**config.mk**
```make
export PLATFORM = sky130hd
export DESIGN_NAME = pipe_ctrl_hazard_flat
export DESIGN_NICKNAME = d
export VERILOG_FILES = /design/src/rtl/pipe_ctrl_hazard_pkg.sv /design/src/rtl/pipe_ctrl_hazard_if.sv /design/src/rtl/pipe_ctrl_hazard_detect.sv /design/src/rtl/pipe_ctrl_hazard.sv /design/src/flat_wrapper.sv
export SDC_FILE = /design/constraint.sdc
export NUM_CORES = 1
export LEC_CHECK = 0
export BUFFER_PORTS_ARGS = -buffer_cell sky130_fd_sc_hd__buf_2
export CORE_MARGIN = 2
export CORE_UTILIZATION = 42
export DETAILED_ROUTE_END_ITERATION = 8
export HOLD_SLACK_MARGIN = 0.06
export PLACE_DENSITY = 0.73
export SKIP_CTS_REPAIR_TIMING = 1
export SYNTH_ARGS = -nofsm -noshare
export SYNTH_HDL_FRONTEND = slang
export SYNTH_HIERARCHICAL = 1
export SYNTH_SLANG_ARGS = --single-unit
```
**constraint.sdc**
```tcl
create_clock -name clk -period 1.95 [get_ports clk]
set_clock_uncertainty 0.2 [all_clocks]
set_input_delay 0.195 -clock clk [delete_from_list [all_inputs] [get_ports clk]]
set_output_delay 0.195 -clock clk [all_outputs]
set_load 0.01 [all_outputs]
```
**src/rtl/pipe_ctrl_hazard_pkg.sv**
```systemverilog
// Shared types for the ID->WB control pipeline: control-bit struct, NOP
// encoding, forwarding-select codes and a small helper.
// No logic of its own; imported by the interface, the hazard detector and the top.
package pipe_ctrl_hazard_pkg;

  // Field order matches the decoder's {mem_read,mem_write,reg_write,jump,branch}.
  typedef struct packed {
    logic mem_read;
    logic mem_write;
    logic reg_write;
    logic jump;
    logic branch;
  } ctrl_t;

  localparam ctrl_t CTRL_NOP = '0;

  localparam logic [1:0] FWD_REG = 2'b00;  // operand from register file
  localparam logic [1:0] FWD_WB  = 2'b01;  // operand from MEM/WB result
  localparam logic [1:0] FWD_MEM = 2'b10;  // operand from EX/MEM result

  // A stage produces a register value only if it holds a real instruction
  // that writes the register file.
  function automatic logic writes_reg(input logic valid, input logic reg_write);
    return valid & reg_write;
  endfunction

endpackage

```
**src/rtl/pipe_ctrl_hazard_if.sv**
```systemverilog
// Bundle between the ID-stage decoder/datapath and the control pipeline.
// master: drives ID fields and ex_redirect, observes stage contents, stall/flush and fwd.
// slave : the pipe_ctrl_hazard block itself.
interface pipe_ctrl_hazard_if #(
  parameter int REG_AW = 5
);
  import pipe_ctrl_hazard_pkg::*;

  // ID side
  logic              id_valid;
  ctrl_t             id_ctrl;
  logic [REG_AW-1:0] id_rd;
  logic [REG_AW-1:0] id_rs1;
  logic [REG_AW-1:0] id_rs2;
  logic              id_use_rs1;
  logic              id_use_rs2;
  logic              ex_redirect;

  // front-end control
  logic              stall_if_id;
  logic              flush_if_id;

  // stage contents
  logic              ex_valid;
  ctrl_t             ex_ctrl;
  logic [REG_AW-1:0] ex_rd;
  logic              mem_valid;
  ctrl_t             mem_ctrl;
  logic [REG_AW-1:0] mem_rd;
  logic              wb_valid;
  logic              wb_reg_write;
  logic [REG_AW-1:0] wb_rd;

  // EX operand source selects
  logic [1:0]        fwd_a;
  logic [1:0]        fwd_b;

  modport master (
    output id_valid, id_ctrl, id_rd, id_rs1, id_rs2, id_use_rs1, id_use_rs2, ex_redirect,
    input  stall_if_id, flush_if_id,
    input  ex_valid, ex_ctrl, ex_rd, mem_valid, mem_ctrl, mem_rd,
    input  wb_valid, wb_reg_write, wb_rd, fwd_a, fwd_b
  );

  modport slave (
    input  id_valid, id_ctrl, id_rd, id_rs1, id_rs2, id_use_rs1, id_use_rs2, ex_redirect,
    output stall_if_id, flush_if_id,
    output ex_valid, ex_ctrl, ex_rd, mem_valid, mem_ctrl, mem_rd,
    output wb_valid, wb_reg_write, wb_rd, fwd_a, fwd_b
  );

endinterface

```
**src/rtl/pipe_ctrl_hazard_detect.sv**
```systemverilog
// Purpose: RAW/load-use hazard detection and EX operand forwarding selects.
// Latency: purely combinational from stage registers and ID fields.
// Backpressure: raises stall when the ID instruction cannot enter EX yet.
// Macro FORWARDING_EN: defined -> forward from EX/MEM / MEM/WB, stall only on
// load-use; undefined -> fwd tied to FWD_REG, stall on any ID/EX or EX/MEM match.
// Ports: ID consumer fields, ID/EX / EX/MEM / MEM/WB producer fields,
// ID/EX consumer fields (for forwarding); outputs stall, fwd_a, fwd_b.
module pipe_ctrl_hazard_detect
  import pipe_ctrl_hazard_pkg::*;
#(
  parameter int REG_AW = 5
) (
  input  logic              id_valid,
  input  logic [REG_AW-1:0] id_rs1,
  input  logic [REG_AW-1:0] id_rs2,
  input  logic              id_use_rs1,
  input  logic              id_use_rs2,
  input  logic              ex_valid,
  input  logic              ex_reg_write,
  input  logic              ex_mem_read,
  input  logic [REG_AW-1:0] ex_rd,
  input  logic [REG_AW-1:0] ex_rs1,
  input  logic [REG_AW-1:0] ex_rs2,
  input  logic              ex_use_rs1,
  input  logic              ex_use_rs2,
  input  logic              mem_valid,
  input  logic              mem_reg_write,
  input  logic              mem_mem_read,
  input  logic [REG_AW-1:0] mem_rd,
  input  logic              wb_valid,
  input  logic              wb_reg_write,
  input  logic [REG_AW-1:0] wb_rd,
  output logic              stall,
  output logic [1:0]        fwd_a,
  output logic [1:0]        fwd_b
);

  // x0 is hardwired to zero, so a write to it never creates a dependency.
  function automatic logic raw_hit(input logic              prod_wr,
                                   input logic [REG_AW-1:0] prod_rd,
                                   input logic              cons_en,
                                   input logic [REG_AW-1:0] cons_rs);
    return prod_wr && (prod_rd != '0) && (prod_rd == cons_rs) && cons_en;
  endfunction

  logic ex_wr;
  logic mem_wr;
  logic id_rs1_en;
  logic id_rs2_en;
  logic id_hit_ex;

  assign ex_wr     = writes_reg(ex_valid, ex_reg_write);
  assign mem_wr    = writes_reg(mem_valid, mem_reg_write);
  assign id_rs1_en = id_valid & id_use_rs1;
  assign id_rs2_en = id_valid & id_use_rs2;
  assign id_hit_ex = raw_hit(ex_wr, ex_rd, id_rs1_en, id_rs1) |
                     raw_hit(ex_wr, ex_rd, id_rs2_en, id_rs2);

`ifdef FORWARDING_EN
  logic wb_wr;
  logic mem_fwd_ok;
  logic ex_rs1_en;
  logic ex_rs2_en;

  assign wb_wr      = writes_reg(wb_valid, wb_reg_write);
  // Load data is not available until MEM/WB, so EX/MEM cannot supply it.
  assign mem_fwd_ok = mem_wr & ~mem_mem_read;
  assign ex_rs1_en  = ex_valid & ex_use_rs1;
  assign ex_rs2_en  = ex_valid & ex_use_rs2;

  // Only a load directly ahead in EX cannot be covered by forwarding.
  assign stall = id_hit_ex & ex_mem_read;

  // EX/MEM holds the younger result, so it takes priority over MEM/WB.
  always_comb begin
    fwd_a = FWD_REG;
    if (raw_hit(mem_fwd_ok, mem_rd, ex_rs1_en, ex_rs1)) begin
      fwd_a = FWD_MEM;
    end else if (raw_hit(wb_wr, wb_rd, ex_rs1_en, ex_rs1)) begin
      fwd_a = FWD_WB;
    end
  end

  always_comb begin
    fwd_b = FWD_REG;
    if (raw_hit(mem_fwd_ok, mem_rd, ex_rs2_en, ex_rs2)) begin
      fwd_b = FWD_MEM;
    end else if (raw_hit(wb_wr, wb_rd, ex_rs2_en, ex_rs2)) begin
      fwd_b = FWD_WB;
    end
  end
`else
  logic id_hit_mem;
  logic unused_fwd_inputs;

  assign id_hit_mem = raw_hit(mem_wr, mem_rd, id_rs1_en, id_rs1) |
                      raw_hit(mem_wr, mem_rd, id_rs2_en, id_rs2);

  // Without bypass paths the consumer waits until the producer reaches WB;
  // the write-first register file then returns the new value.
  assign stall = id_hit_ex | id_hit_mem;
  assign fwd_a = FWD_REG;
  assign fwd_b = FWD_REG;

  assign unused_fwd_inputs = ^{ex_mem_read, mem_mem_read, ex_rs1, ex_rs2,
                               ex_use_rs1, ex_use_rs2, wb_valid, wb_reg_write, wb_rd};
`endif

endmodule

```
**src/rtl/pipe_ctrl_hazard.sv**
```systemverilog
// Purpose: carries decoder control bits + rd/rs through ID/EX, EX/MEM, MEM/WB;
//          injects bubbles on hazards and EX redirects.
// Latency: 1 cycle per stage; stall/flush/fwd are combinational from registers and ID inputs.
// Backpressure: stall_if_id holds IF/ID; downstream of ID never stalls.
// Macro FORWARDING_EN selects bypass forwarding (see pipe_ctrl_hazard_detect).
// Ports: clk, rst (sync, active-high); bus (slave modport of pipe_ctrl_hazard_if).
module pipe_ctrl_hazard
  import pipe_ctrl_hazard_pkg::*;
#(
  parameter int REG_AW = 5
) (
  input  logic              clk,
  input  logic              rst,
  pipe_ctrl_hazard_if.slave bus
);

  // ID/EX
  logic              ex_valid_q;
  ctrl_t             ex_ctrl_q;
  logic [REG_AW-1:0] ex_rd_q;
  logic [REG_AW-1:0] ex_rs1_q;
  logic [REG_AW-1:0] ex_rs2_q;
  logic              ex_use_rs1_q;
  logic              ex_use_rs2_q;
  // EX/MEM
  logic              mem_valid_q;
  ctrl_t             mem_ctrl_q;
  logic [REG_AW-1:0] mem_rd_q;
  // MEM/WB
  logic              wb_valid_q;
  logic              wb_reg_write_q;
  logic [REG_AW-1:0] wb_rd_q;

  logic       stall_raw;
  logic [1:0] fwd_a;
  logic [1:0] fwd_b;
  logic       bubble;

  pipe_ctrl_hazard_detect #(
    .REG_AW (REG_AW)
  ) u_detect (
    .id_valid      (bus.id_valid),
    .id_rs1        (bus.id_rs1),
    .id_rs2        (bus.id_rs2),
    .id_use_rs1    (bus.id_use_rs1),
    .id_use_rs2    (bus.id_use_rs2),
    .ex_valid      (ex_valid_q),
    .ex_reg_write  (ex_ctrl_q.reg_write),
    .ex_mem_read   (ex_ctrl_q.mem_read),
    .ex_rd         (ex_rd_q),
    .ex_rs1        (ex_rs1_q),
    .ex_rs2        (ex_rs2_q),
    .ex_use_rs1    (ex_use_rs1_q),
    .ex_use_rs2    (ex_use_rs2_q),
    .mem_valid     (mem_valid_q),
    .mem_reg_write (mem_ctrl_q.reg_write),
    .mem_mem_read  (mem_ctrl_q.mem_read),
    .mem_rd        (mem_rd_q),
    .wb_valid      (wb_valid_q),
    .wb_reg_write  (wb_reg_write_q),
    .wb_rd         (wb_rd_q),
    .stall         (stall_raw),
    .fwd_a         (fwd_a),
    .fwd_b         (fwd_b)
  );

  // The ID instruction enters EX only if it is real, has no unresolved hazard
  // and is not on the wrong path of a redirect resolved in EX.
  assign bubble = ~bus.id_valid | stall_raw | bus.ex_redirect;

  always_ff @(posedge clk) begin
    if (rst) begin
      ex_valid_q     <= 1'b0;
      ex_ctrl_q      <= CTRL_NOP;
      ex_rd_q        <= '0;
      ex_rs1_q       <= '0;
      ex_rs2_q       <= '0;
      ex_use_rs1_q   <= 1'b0;
      ex_use_rs2_q   <= 1'b0;
      mem_valid_q    <= 1'b0;
      mem_ctrl_q     <= CTRL_NOP;
      mem_rd_q       <= '0;
      wb_valid_q     <= 1'b0;
      wb_reg_write_q <= 1'b0;
      wb_rd_q        <= '0;
    end else begin
      if (bubble) begin
        ex_valid_q   <= 1'b0;
        ex_ctrl_q    <= CTRL_NOP;
        ex_rd_q      <= '0;
        ex_rs1_q     <= '0;
        ex_rs2_q     <= '0;
        ex_use_rs1_q <= 1'b0;
        ex_use_rs2_q <= 1'b0;
      end else begin
        ex_valid_q   <= 1'b1;
        ex_ctrl_q    <= bus.id_ctrl;
        ex_rd_q      <= bus.id_rd;
        ex_rs1_q     <= bus.id_rs1;
        ex_rs2_q     <= bus.id_rs2;
        ex_use_rs1_q <= bus.id_use_rs1;
        ex_use_rs2_q <= bus.id_use_rs2;
      end
      mem_valid_q    <= ex_valid_q;
      mem_ctrl_q     <= ex_ctrl_q;
      mem_rd_q       <= ex_rd_q;
      wb_valid_q     <= mem_valid_q;
      wb_reg_write_q <= mem_ctrl_q.reg_write;
      wb_rd_q        <= mem_rd_q;
    end
  end

  // Redirect wins: the stalled instruction is on the wrong path anyway.
  assign bus.stall_if_id  = stall_raw & ~bus.ex_redirect & ~rst;
  assign bus.flush_if_id  = bus.ex_redirect & ~rst;
  assign bus.fwd_a        = fwd_a;
  assign bus.fwd_b        = fwd_b;

  assign bus.ex_valid     = ex_valid_q;
  assign bus.ex_ctrl      = ex_ctrl_q;
  assign bus.ex_rd        = ex_rd_q;
  assign bus.mem_valid    = mem_valid_q;
  assign bus.mem_ctrl     = mem_ctrl_q;
  assign bus.mem_rd       = mem_rd_q;
  assign bus.wb_valid     = wb_valid_q;
  assign bus.wb_reg_write = wb_reg_write_q;
  assign bus.wb_rd        = wb_rd_q;

endmodule

```
**src/flat_wrapper.sv**
```systemverilog
// flat-port wrapper written by rule: the top's interface ports become plain ports
module pipe_ctrl_hazard_flat import pipe_ctrl_hazard_pkg::*;
#(
  parameter int REG_AW = 5
)
  (clk, rst, bus_id_valid, bus_id_ctrl, bus_id_rd, bus_id_rs1, bus_id_rs2, bus_id_use_rs1, bus_id_use_rs2, bus_ex_redirect, bus_stall_if_id, bus_flush_if_id, bus_ex_valid, bus_ex_ctrl, bus_ex_rd, bus_mem_valid, bus_mem_ctrl, bus_mem_rd, bus_wb_valid, bus_wb_reg_write, bus_wb_rd, bus_fwd_a, bus_fwd_b);
  pipe_ctrl_hazard_if #(.REG_AW(REG_AW)) bus_i ();
  input  logic clk;
  input  logic rst;
  input wire logic [$bits(bus_i.id_valid)-1:0] bus_id_valid;
  input wire logic [$bits(bus_i.id_ctrl)-1:0] bus_id_ctrl;
  input wire logic [$bits(bus_i.id_rd)-1:0] bus_id_rd;
  input wire logic [$bits(bus_i.id_rs1)-1:0] bus_id_rs1;
  input wire logic [$bits(bus_i.id_rs2)-1:0] bus_id_rs2;
  input wire logic [$bits(bus_i.id_use_rs1)-1:0] bus_id_use_rs1;
  input wire logic [$bits(bus_i.id_use_rs2)-1:0] bus_id_use_rs2;
  input wire logic [$bits(bus_i.ex_redirect)-1:0] bus_ex_redirect;
  output wire logic [$bits(bus_i.stall_if_id)-1:0] bus_stall_if_id;
  output wire logic [$bits(bus_i.flush_if_id)-1:0] bus_flush_if_id;
  output wire logic [$bits(bus_i.ex_valid)-1:0] bus_ex_valid;
  output wire logic [$bits(bus_i.ex_ctrl)-1:0] bus_ex_ctrl;
  output wire logic [$bits(bus_i.ex_rd)-1:0] bus_ex_rd;
  output wire logic [$bits(bus_i.mem_valid)-1:0] bus_mem_valid;
  output wire logic [$bits(bus_i.mem_ctrl)-1:0] bus_mem_ctrl;
  output wire logic [$bits(bus_i.mem_rd)-1:0] bus_mem_rd;
  output wire logic [$bits(bus_i.wb_valid)-1:0] bus_wb_valid;
  output wire logic [$bits(bus_i.wb_reg_write)-1:0] bus_wb_reg_write;
  output wire logic [$bits(bus_i.wb_rd)-1:0] bus_wb_rd;
  output wire logic [$bits(bus_i.fwd_a)-1:0] bus_fwd_a;
  output wire logic [$bits(bus_i.fwd_b)-1:0] bus_fwd_b;
  assign bus_i.id_valid = bus_id_valid;
  assign bus_i.id_ctrl = bus_id_ctrl;
  assign bus_i.id_rd = bus_id_rd;
  assign bus_i.id_rs1 = bus_id_rs1;
  assign bus_i.id_rs2 = bus_id_rs2;
  assign bus_i.id_use_rs1 = bus_id_use_rs1;
  assign bus_i.id_use_rs2 = bus_id_use_rs2;
  assign bus_i.ex_redirect = bus_ex_redirect;
  assign bus_stall_if_id = bus_i.stall_if_id;
  assign bus_flush_if_id = bus_i.flush_if_id;
  assign bus_ex_valid = bus_i.ex_valid;
  assign bus_ex_ctrl = bus_i.ex_ctrl;
  assign bus_ex_rd = bus_i.ex_rd;
  assign bus_mem_valid = bus_i.mem_valid;
  assign bus_mem_ctrl = bus_i.mem_ctrl;
  assign bus_mem_rd = bus_i.mem_rd;
  assign bus_wb_valid = bus_i.wb_valid;
  assign bus_wb_reg_write = bus_i.wb_reg_write;
  assign bus_wb_rd = bus_i.wb_rd;
  assign bus_fwd_a = bus_i.fwd_a;
  assign bus_fwd_b = bus_i.fwd_b;
  pipe_ctrl_hazard #(.REG_AW(REG_AW)) u_core (.clk(clk), .rst(rst), .bus(bus_i));
endmodule
```
Word level (Yosys, flattened, before mapping)
Cells that the tools add are included.

Register bits: 29. Input bits: 26. Output and inout port bits: 35. Logic and storage cells: 50.

Equal/unequal tests: 4. Muxes and demuxes: 1. Bitwise logic cells: 15. Reductions and logical operators: 13.

Operators with widths (count): equality test 5 bit (4); logical AND 1 bit (10); nonzero test 5 bit (2); bitwise AND 1 bit (7); OR 1 bit (5); NOT 1 bit (3); OR reduction 2 bit (1); 2-to-1 mux 1 bit (1).

Longest topological paths before layout
Gate-level depths: netlist of run 1.

Word-level depth: 9. Gate-level depth with buffers: 7. Gate-level depth less buffers: 6.

Modules after synthesis
The synthesis of run 1 kept the hierarchy.

Modules (own cells, without submodules): pipe_ctrl_hazard (instances 1, cells an instance 88, area an instance 1153.6 um^2, seq. area each 820.8 um^2); pipe_ctrl_hazard_detect (instances 1, cells an instance 40, area an instance 307.8 um^2, seq. area each 0.0 um^2).

Worst setup path before layout of run 1
OpenSTA, ideal clock, no wires.

Kind: flip-flop to flip-flop. Start: register u_core.mem_rd_q[0], in the netlist u_core/bus.mem_rd[0]. End: register u_core.ex_rd_q[0], in the netlist u_core/bus.ex_rd[0]. Library setup time: 0.057 ns. Data arrival time: 1.910 ns. Data required time: 1.693 ns. Slack: -0.217 ns. Cell stages (with the launch flop): 7. Buffers on the path: 1. Clock period less this slack: 2.167 ns. Cells stage by stage: dfxtp_1 > or3_1 > o311a_1 > a22o_1 > nor4b_4 > buf_6 > and2_2.

Longest elaborated chain between the ends: 9. Elaborated cells between the ends (all ways): 13. Those cells by class: 2 x eq/ne; 4 x bitwise; 7 x reduce/logical.

Ends and longest elaborated chain: start: declaration (line pipe_ctrl_hazard.sv:28) `logic [REG_AW-1:0] mem_rd_q;`; start signal: assignment (line pipe_ctrl_hazard.sv:106) `mem_rd_q <= ex_rd_q;`; nonzero test 5 bit (line pipe_ctrl_hazard_detect.sv:43) `return prod_wr && (prod_rd != '0) && (prod_rd == cons_rs) && cons_en;`; logical AND 1 bit (3 in series) (line pipe_ctrl_hazard_detect.sv:43); OR 1 bit (*) (line pipe_ctrl_hazard_detect.sv:96) `assign id_hit_mem = raw_hit(mem_wr, mem_rd, id_rs1_en, id_rs1) |`; OR 1 bit (*) (line pipe_ctrl_hazard_detect.sv:101) `assign stall = id_hit_ex | id_hit_mem;`; via u_core.stall_raw (line pipe_ctrl_hazard.sv:34) `logic stall_raw;`; OR 1 bit (*) (2 in series) (line pipe_ctrl_hazard.sv:69) `assign bubble = ~bus.id_valid | stall_raw | bus.ex_redirect;`; OR reduction 2 bit (no source line) (*); end signal: assignment (line pipe_ctrl_hazard.sv:98) `ex_rd_q <= bus.id_rd;`; end: declaration (line pipe_ctrl_hazard.sv:20) `logic [REG_AW-1:0] ex_rd_q;`.

Mark *: on every way through the listed nets, which the timed path passes. The rest lies on a longest branch. A chain may end at the register's enable or synchronous reset.

Worst setup path after layout of run 1
Start: register u_core.mem_rd_q[0], in the netlist u_core/bus.mem_rd[0]. End: output port bus_stall_if_id.

Longest elaborated chain between the ends: 8. Elaborated cells between the ends (all ways): 12. Those cells by class: 2 x eq/ne; 4 x bitwise; 6 x reduce/logical.

Ends and longest elaborated chain: nonzero test 5 bit (line pipe_ctrl_hazard_detect.sv:43); logical AND 1 bit (3 in series) (line pipe_ctrl_hazard_detect.sv:43); OR 1 bit (*) (line pipe_ctrl_hazard_detect.sv:96); OR 1 bit (*) (line pipe_ctrl_hazard_detect.sv:101); via u_core.stall_raw (line pipe_ctrl_hazard.sv:34); bitwise AND 1 bit (*) (2 in series) (line pipe_ctrl_hazard.sv:114) `assign bus.stall_if_id = stall_raw & ~bus.ex_redirect & ~rst;`; end: declaration (line flat_wrapper.sv:18) `output wire logic [$bits(bus_i.stall_if_id)-1:0] bus_stall_if_id;`.

Marks and branches as above.

==> reports/qor.txt, run 1 <==
status -> finished, violations left
failing checks -> negative setup slack
GPL Wtd Cong -> 0.9069
YS warnings -> 6
CP max FO -> 2
die width -> 56.01 µm
netlist area before placement -> 0.001136 mm²
diode count -> 0
Max VDD drop -> 560.9 µV
Endpoint, Worst Hold -> u_core/bus.mem_ctrl[0]$_SDFF_PP0_
Pleak -> 0.8076 nW
Synth Area per Inst -> 10.92 µm²
Reg2Reg Depth -> 7
Ports -> 61
Crit. End Element -> primary output
Setup TNS -> -1.805 ns
H-tree lvl count -> 2
initial core utilization -> 0.4504
Clock Path Buffers -> 2
Post-route DRC -> 0
Area growth syn-to-layout -> 46.26%
Power Dens Cells -> 679.0 mW/mm²
initial drt markers -> 20
M1 GR Usage -> 0.1991
part of the cycle the worst path needs -> 1.147
vias in the first global route -> 857
M3 GR Usage -> 0.06977
Final Max Slew Viols -> 0
first-pass GRT wire length -> 3857 µm
grt total ovfl -> 0
r2r endpoint -> u_core/bus.ex_rd[2]$_SDFF_PP0_
initial antenna violation count -> 0
CTS Buf Count -> 5
synthesized instance count -> 104
fraction of layout cells with a size suffix above 1 -> 0.4536
Worst Hold Class -> primary input to register
worst hold path depth -> 2
final hold vios -> 0
die area -> 0.003137 mm²
Arr. time, crit path -> 1.84 ns
Detailed Route WL -> 2544 µm
Avg Vias per Cell -> 4.610
CTS clk-pin slew, worst paths -> 0.09 ns
WL/cell -> 11.94 µm
Crit path required time -> 1.55 ns
Worst Slack Setup Final -> -0.2867 ns
clk_lat worst skew -> 0.32 ns
R2R setup slack -> -0.17 ns
fmax -> 447.1 MHz
Die H -> 56.01 µm
kind of critical path -> register to primary output
Antenna Violating Nets Remaining -> 0
Core ar. -> 0.002522 mm²
most used routing layer -> met2
grt met2 use -> 0.2420
Worst setup SP type -> register
# clock sinks -> 29
Setup violations, final -> 12
largest net degree at the start of global routing -> 22
Final HPWL DP -> 1953 µm
Nets -> 208
TritonCTS clock tree -> done
Via Count -> 982
row count -> 18
final total power -> 1.128 mW
CTS root buf -> clkbuf_4
unrepaired setup endpoints after global routing -> true
post-route minimum period -> 2.237 ns
MaxCap Viol Count -> 0
I/O Buffers -> 56
Hold Startpoint -> rst
all-layer global routing usage -> 0.1630
Pre-antenna DRT Iters -> 4
Worst R2R Start -> u_core/bus.mem_rd[0]$_SDFF_PP0_
-- flip-flops by register name (all words and copies together), names as in the netlist --
| register | flops |
|---|---|
| u_core/bus.ex_ctrl | 5 |
| u_core/bus.ex_rd | 5 |
| u_core/bus.mem_ctrl | 5 |
| u_core/bus.mem_rd | 5 |
| u_core/bus.wb_rd | 5 |
| u_core/bus.ex_valid | 1 |
| u_core/bus.mem_valid | 1 |
| u_core/bus.wb_reg_write | 1 |
| u_core/bus.wb_valid | 1 |
-- placed cells by master, fill, tap and decap left out, drive strengths merged, types with 4 or more instances in the layout --
cell type	instances
dfxtp	29
dlygate4sd3	11
nand4	4
clkbuf	6
buf	65
nor2b	19
xnor2	20
nand3	4
conb	4
and2	10
-- per-stage QoR --
step	instances	hold slack [ns]	util	worst slack [ns]	area, µm²
finish	213	0.07995	0.6587	-0.2867	1662
CTS	201	-0.1464	0.6081	-0.3590	1534
detailed placement	193	0.1989	0.5823	-0.04623	1469
global route	213	0.08105	0.6587	-0.3447	1662
global placement	193	0.1991	0.5823	0.001582	1469
floorplan	107	0.1167	-	-0.04216	1151
-- how the worst max path moves through the flow --
| stage | from | end | slack, ns | cells after the start |
|---|---|---|---|---|
| 2_1_floorplan | u_core/bus.mem_rd[0]$_SDFF_PP0_ | u_core/bus.ex_rd[2]$_SDFF_PP0_ | -0.04 | 6 |
| 3_3_place_gp | u_core/bus.mem_rd[0]$_SDFF_PP0_ | u_core/bus.ex_rd[2]$_SDFF_PP0_ | 0.002 | 6 |
| 3_5_place_dp | u_core/bus.mem_rd[0]$_SDFF_PP0_ | u_core/bus.ex_rd[2]$_SDFF_PP0_ | -0.05 | 6 |
| 4_1_cts | u_core/bus.mem_rd[2]$_SDFF_PP0_ | bus_stall_if_id | -0.36 | 7 |
| 5_1_grt | u_core/bus.mem_rd[0]$_SDFF_PP0_ | bus_stall_if_id | -0.34 | 5 |
| 6_report | u_core/bus.mem_rd[0]$_SDFF_PP0_ | bus_stall_if_id | -0.29 | 5 |
-- power breakdown --
| part | switching [mW] | internal (mW) |
|---|---|---|
| logic | 0.0587 | 0.0771 |
| clock network | 0.205 | 0.175 |
| registers | 0.00818 | 0.604 |
-- critical path, stage by stage (launching register included) --
cell	delay (ns)
dfxtp_2	0.33
or3_1	0.37
o311a_1	0.30
a22o_1	0.22
nor3b_2	0.16
buf_2	0.15
-- area by class of cell --
cell class | count | area [µm²]
clock buffer | 6 | 51.30
clock inverter | 2 | 13.76
fill | 210 | 860.8
multi-input combinational | 70 | 511.7
sequential | 29 | 585.6
tap | 30 | 37.54
timing repair buffer | 76 | 461.7
-- routing by layer --
metal  routed length, µm  vias to the layer above
met2                1239                       47
met3                 234                        4
met4                  44                        0
li1                    -                      487
met5                   0                        -
met1                1026                      444
No activity file was read; power rests on OpenSTA's default activity.
==> run 2, diff against run 1 <==
CORE_UTILIZATION = 40   (was 42)
SYNTH_HIERARCHICAL = unset   (was 1)
==> run 2 against run 1 <==
  * The flow still finishes with violations (negative setup slack)
  * Sequential share of layout area decreased by 3.3 points
  * Total power decreased by 0.94%
  * Non-clock buffer count increased by 7
  * Utilization decreased by 5.0 points
  * Die area increased by 14%
  * Worst hold slack improved by 0.073 ns
  * Fmax increased by 0.64%
  * Cell count increased by 11%
  * Final area increased by 10%
  * Via count increased by 12%
  * Clock power decreased by 12%
  * First-iteration DRC count increased by 30%
  * Critical path type unchanged
  * Largest power group unchanged
  * Highest routed layer unchanged
==> reports/qor.txt, run 2 <==
fillcell total -> 260
most frequent cells in the layout -> buf_2 (56), dfxtp_1 (26), dlygate4sd3_1 (24)
Setup violations, final -> 1
part of the cycle the worst path needs -> 1.140
most frequent cell after synthesis -> dfxtp_1
fmax -> 449.9 MHz
synthesized instance count -> 123
diode count -> 0
worst hold margin -> 0.1531 ns
Pleak -> 0.9060 nW
Arr. time, crit path -> 1.83 ns
CP Buf/Inv Count -> 1
most common cell after layout, fill and taps aside -> buf_2
largest net degree at the start of global routing -> 21
TritonCTS clock tree -> done
initial core utilization -> 0.4138
initial drt markers -> 26
CP top delay family -> simple AND/OR/NAND/NOR gates
Core ar. -> 0.003003 mm²
crit-path cells -> xor2_1 > nor4_2 > a22oi_1 > o22ai_2 > nor2b_1 > buf_2
WL met2 -> 1623 µm
Ports -> 61
post-synthesis cell type count -> 19
Hold Startpoint -> bus_ex_redirect
Clock Path Buffers -> 2
clk_lat worst skew -> 0.32 ns
Detailed Route WL -> 3092 µm
ys async rst share -> 0
Area growth syn-to-layout -> 47.23%
Crit. End Element -> primary output
Die H -> 59.73 µm
r2r endpoint -> u_core.bus.ex_ctrl[3]$_SDFF_PP0_
Max Used Layer -> met4
unrepaired setup endpoints after global routing -> true
final hold vios -> 0
Worst Slack Setup Final -> -0.2725 ns
Worst Hold Class -> primary input to register
vias in the first global route -> 940
commonest cells in the synthesized netlist -> dfxtp_1 (29), nor2b_1 (20), xor2_1 (20), nand2_1 (12), nor3_2 (10)
Worst R2R Start -> u_core.bus.ex_rd[3]$_SDFF_PP0_
all-layer global routing usage -> 0.1715
flop and latch count out of synthesis -> 29
top-area cell type share of the netlist area -> 0.4673
post-synth top area cell -> dfxtp_1
die area -> 0.003568 mm²
die width -> 59.73 µm
Pre-antenna DRT Iters -> 4
Setup TNS -> -0.2725 ns
CP max FO -> 5
Max VDD drop -> 295.4 µV
worst hold path depth -> 3
row count -> 20
Via Count -> 1100
H-tree lvl count -> 2
CTS root buf -> clkbuf_4
YS warnings -> 0
sequential area share after synthesis -> 0.4673
Crit path required time -> 1.55 ns
MaxCap Viol Count -> 0
failing checks -> negative setup slack
CTS Buf Count -> 5
Power Dens Cells -> 611.0 mW/mm²
I/O Buffers -> 56
initial antenna violation count -> 0
critical-path cell with the highest stage delay -> dfxtp_2
worst slack, placed -> 0.1223 ns
Synth Area per Inst -> 10.10 µm²
Worst setup SP type -> register
Final HPWL DP -> 2106 µm
first-pass GRT wire length -> 4250 µm
Final Max Slew Viols -> 0
status -> finished, violations left
Post-synth EDFFs -> 0
Nets -> 229
largest cells by area after synthesis -> dfxtp_1 (47%), xor2_1 (14%), nor2b_1 (10%), nor3_2 (8.1%), buf_4 (4.8%)
Antenna Violating Nets Remaining -> 0
fraction of layout cells with a size suffix above 1 -> 0.4314
grt total ovfl -> 0
Reg2Reg Depth -> 5
CTS clk-pin slew, worst paths -> 0.09 ns
GPL Wtd Cong -> 0.8798
Endpoint, Worst Hold -> u_core.bus.ex_valid$_SDFF_PP0_
Post-route DRC -> 0
# clock sinks -> 29
WL met1 -> 1153 µm
critical path's largest stage delay -> 0.35 ns
R2R setup slack -> 0.11 ns
Avg Vias per Cell -> 4.641
WL met3 -> 185 µm
netlist area before placement -> 0.001242 mm²
post-route minimum period -> 2.223 ns
WL/cell -> 13.05 µm
kind of critical path -> register to primary output
ys flop type -> dfxtp_1
[run 2: changes by cell type in the layout (fill, tap and decap cells not counted), moves of 5 or more]
cell	before	now
nand2_1	0	12
nor3_2	0	10
xor2_1	0	20
dlygate4sd3_1	11	24
xnor2_1	20	0
buf_4	8	3
and2_1	6	0
[run 2: worst max-delay path by stage]
stage	to	slack, ns	start	cells past startpoint
2_1_floorplan	bus_stall_if_id	0.20	u_core.bus.mem_rd[0]$_SDFF_PP0_	5
3_3_place_gp	bus_stall_if_id	0.11	u_core.bus.ex_rd[4]$_SDFF_PP0_	6
3_5_place_dp	bus_stall_if_id	0.12	u_core.bus.ex_rd[3]$_SDFF_PP0_	5
4_1_cts	bus_stall_if_id	-0.32	u_core.bus.mem_rd[2]$_SDFF_PP0_	6
5_1_grt	bus_stall_if_id	-0.36	u_core.bus.mem_rd[4]$_SDFF_PP0_	6
6_report	bus_stall_if_id	-0.27	u_core.bus.mem_rd[2]$_SDFF_PP0_	6
[run 2: where the power goes]
group / internal, mW / total (mW) / switching [mW]
clock: 0.137 / 0.336 / 0.199
sequential: 0.604 / 0.613 / 0.00963
combinational: 0.0877 / 0.168 / 0.0800
[run 2: kinds of logic (layout without fill, tap and decap cells)]
group,count (synthesis),count (layout),share of synthesized area
other cells,1,4,0.003018
flops,29,29,0.4673
buf+inv,14,92,0.07250
compound gates,5,5,0.04229
xor+xnor,20,20,0.1410
simple gates,54,54,0.2739
[run 2: area by class of cell]
type                       count  area, µm²  area share
inverter                       1      3.754    0.002052
multi-input combinational     83      605.6      0.3311
sequential                    29      584.3      0.3194
clock inverter                 2      10.01    0.005472
clock buffer                   6      41.29     0.02257
tap                           33      41.29     0.02257
timing repair buffer          83      543.0      0.2969
[run 2: worst reg2reg max path: stages (launching register included)]
cell and delay [ns]:
dfxtp_1 0.37, or4_4 0.55, o211ai_2 0.16, o22ai_2 0.09
buf_4 0.20, nor3_2 0.19
[run 2: metal layers]
layer	GRT usage	vias up
met5	0	-
met4	0.1333	0
met3	0.05628	8
met2	0.2857	48
met1	0.1750	496
li1	-	548
[run 2: through the flow]
step	total power [mW]	util	std cells	cell area [µm²]
floorplan	0.6994	-	126	1254
global placement	0.7432	0.5033	205	1511
detailed placement	0.7481	0.5033	205	1511
CTS	1.088	0.5204	213	1563
global route	1.176	0.6092	237	1829
finish	1.118	0.6092	237	1829
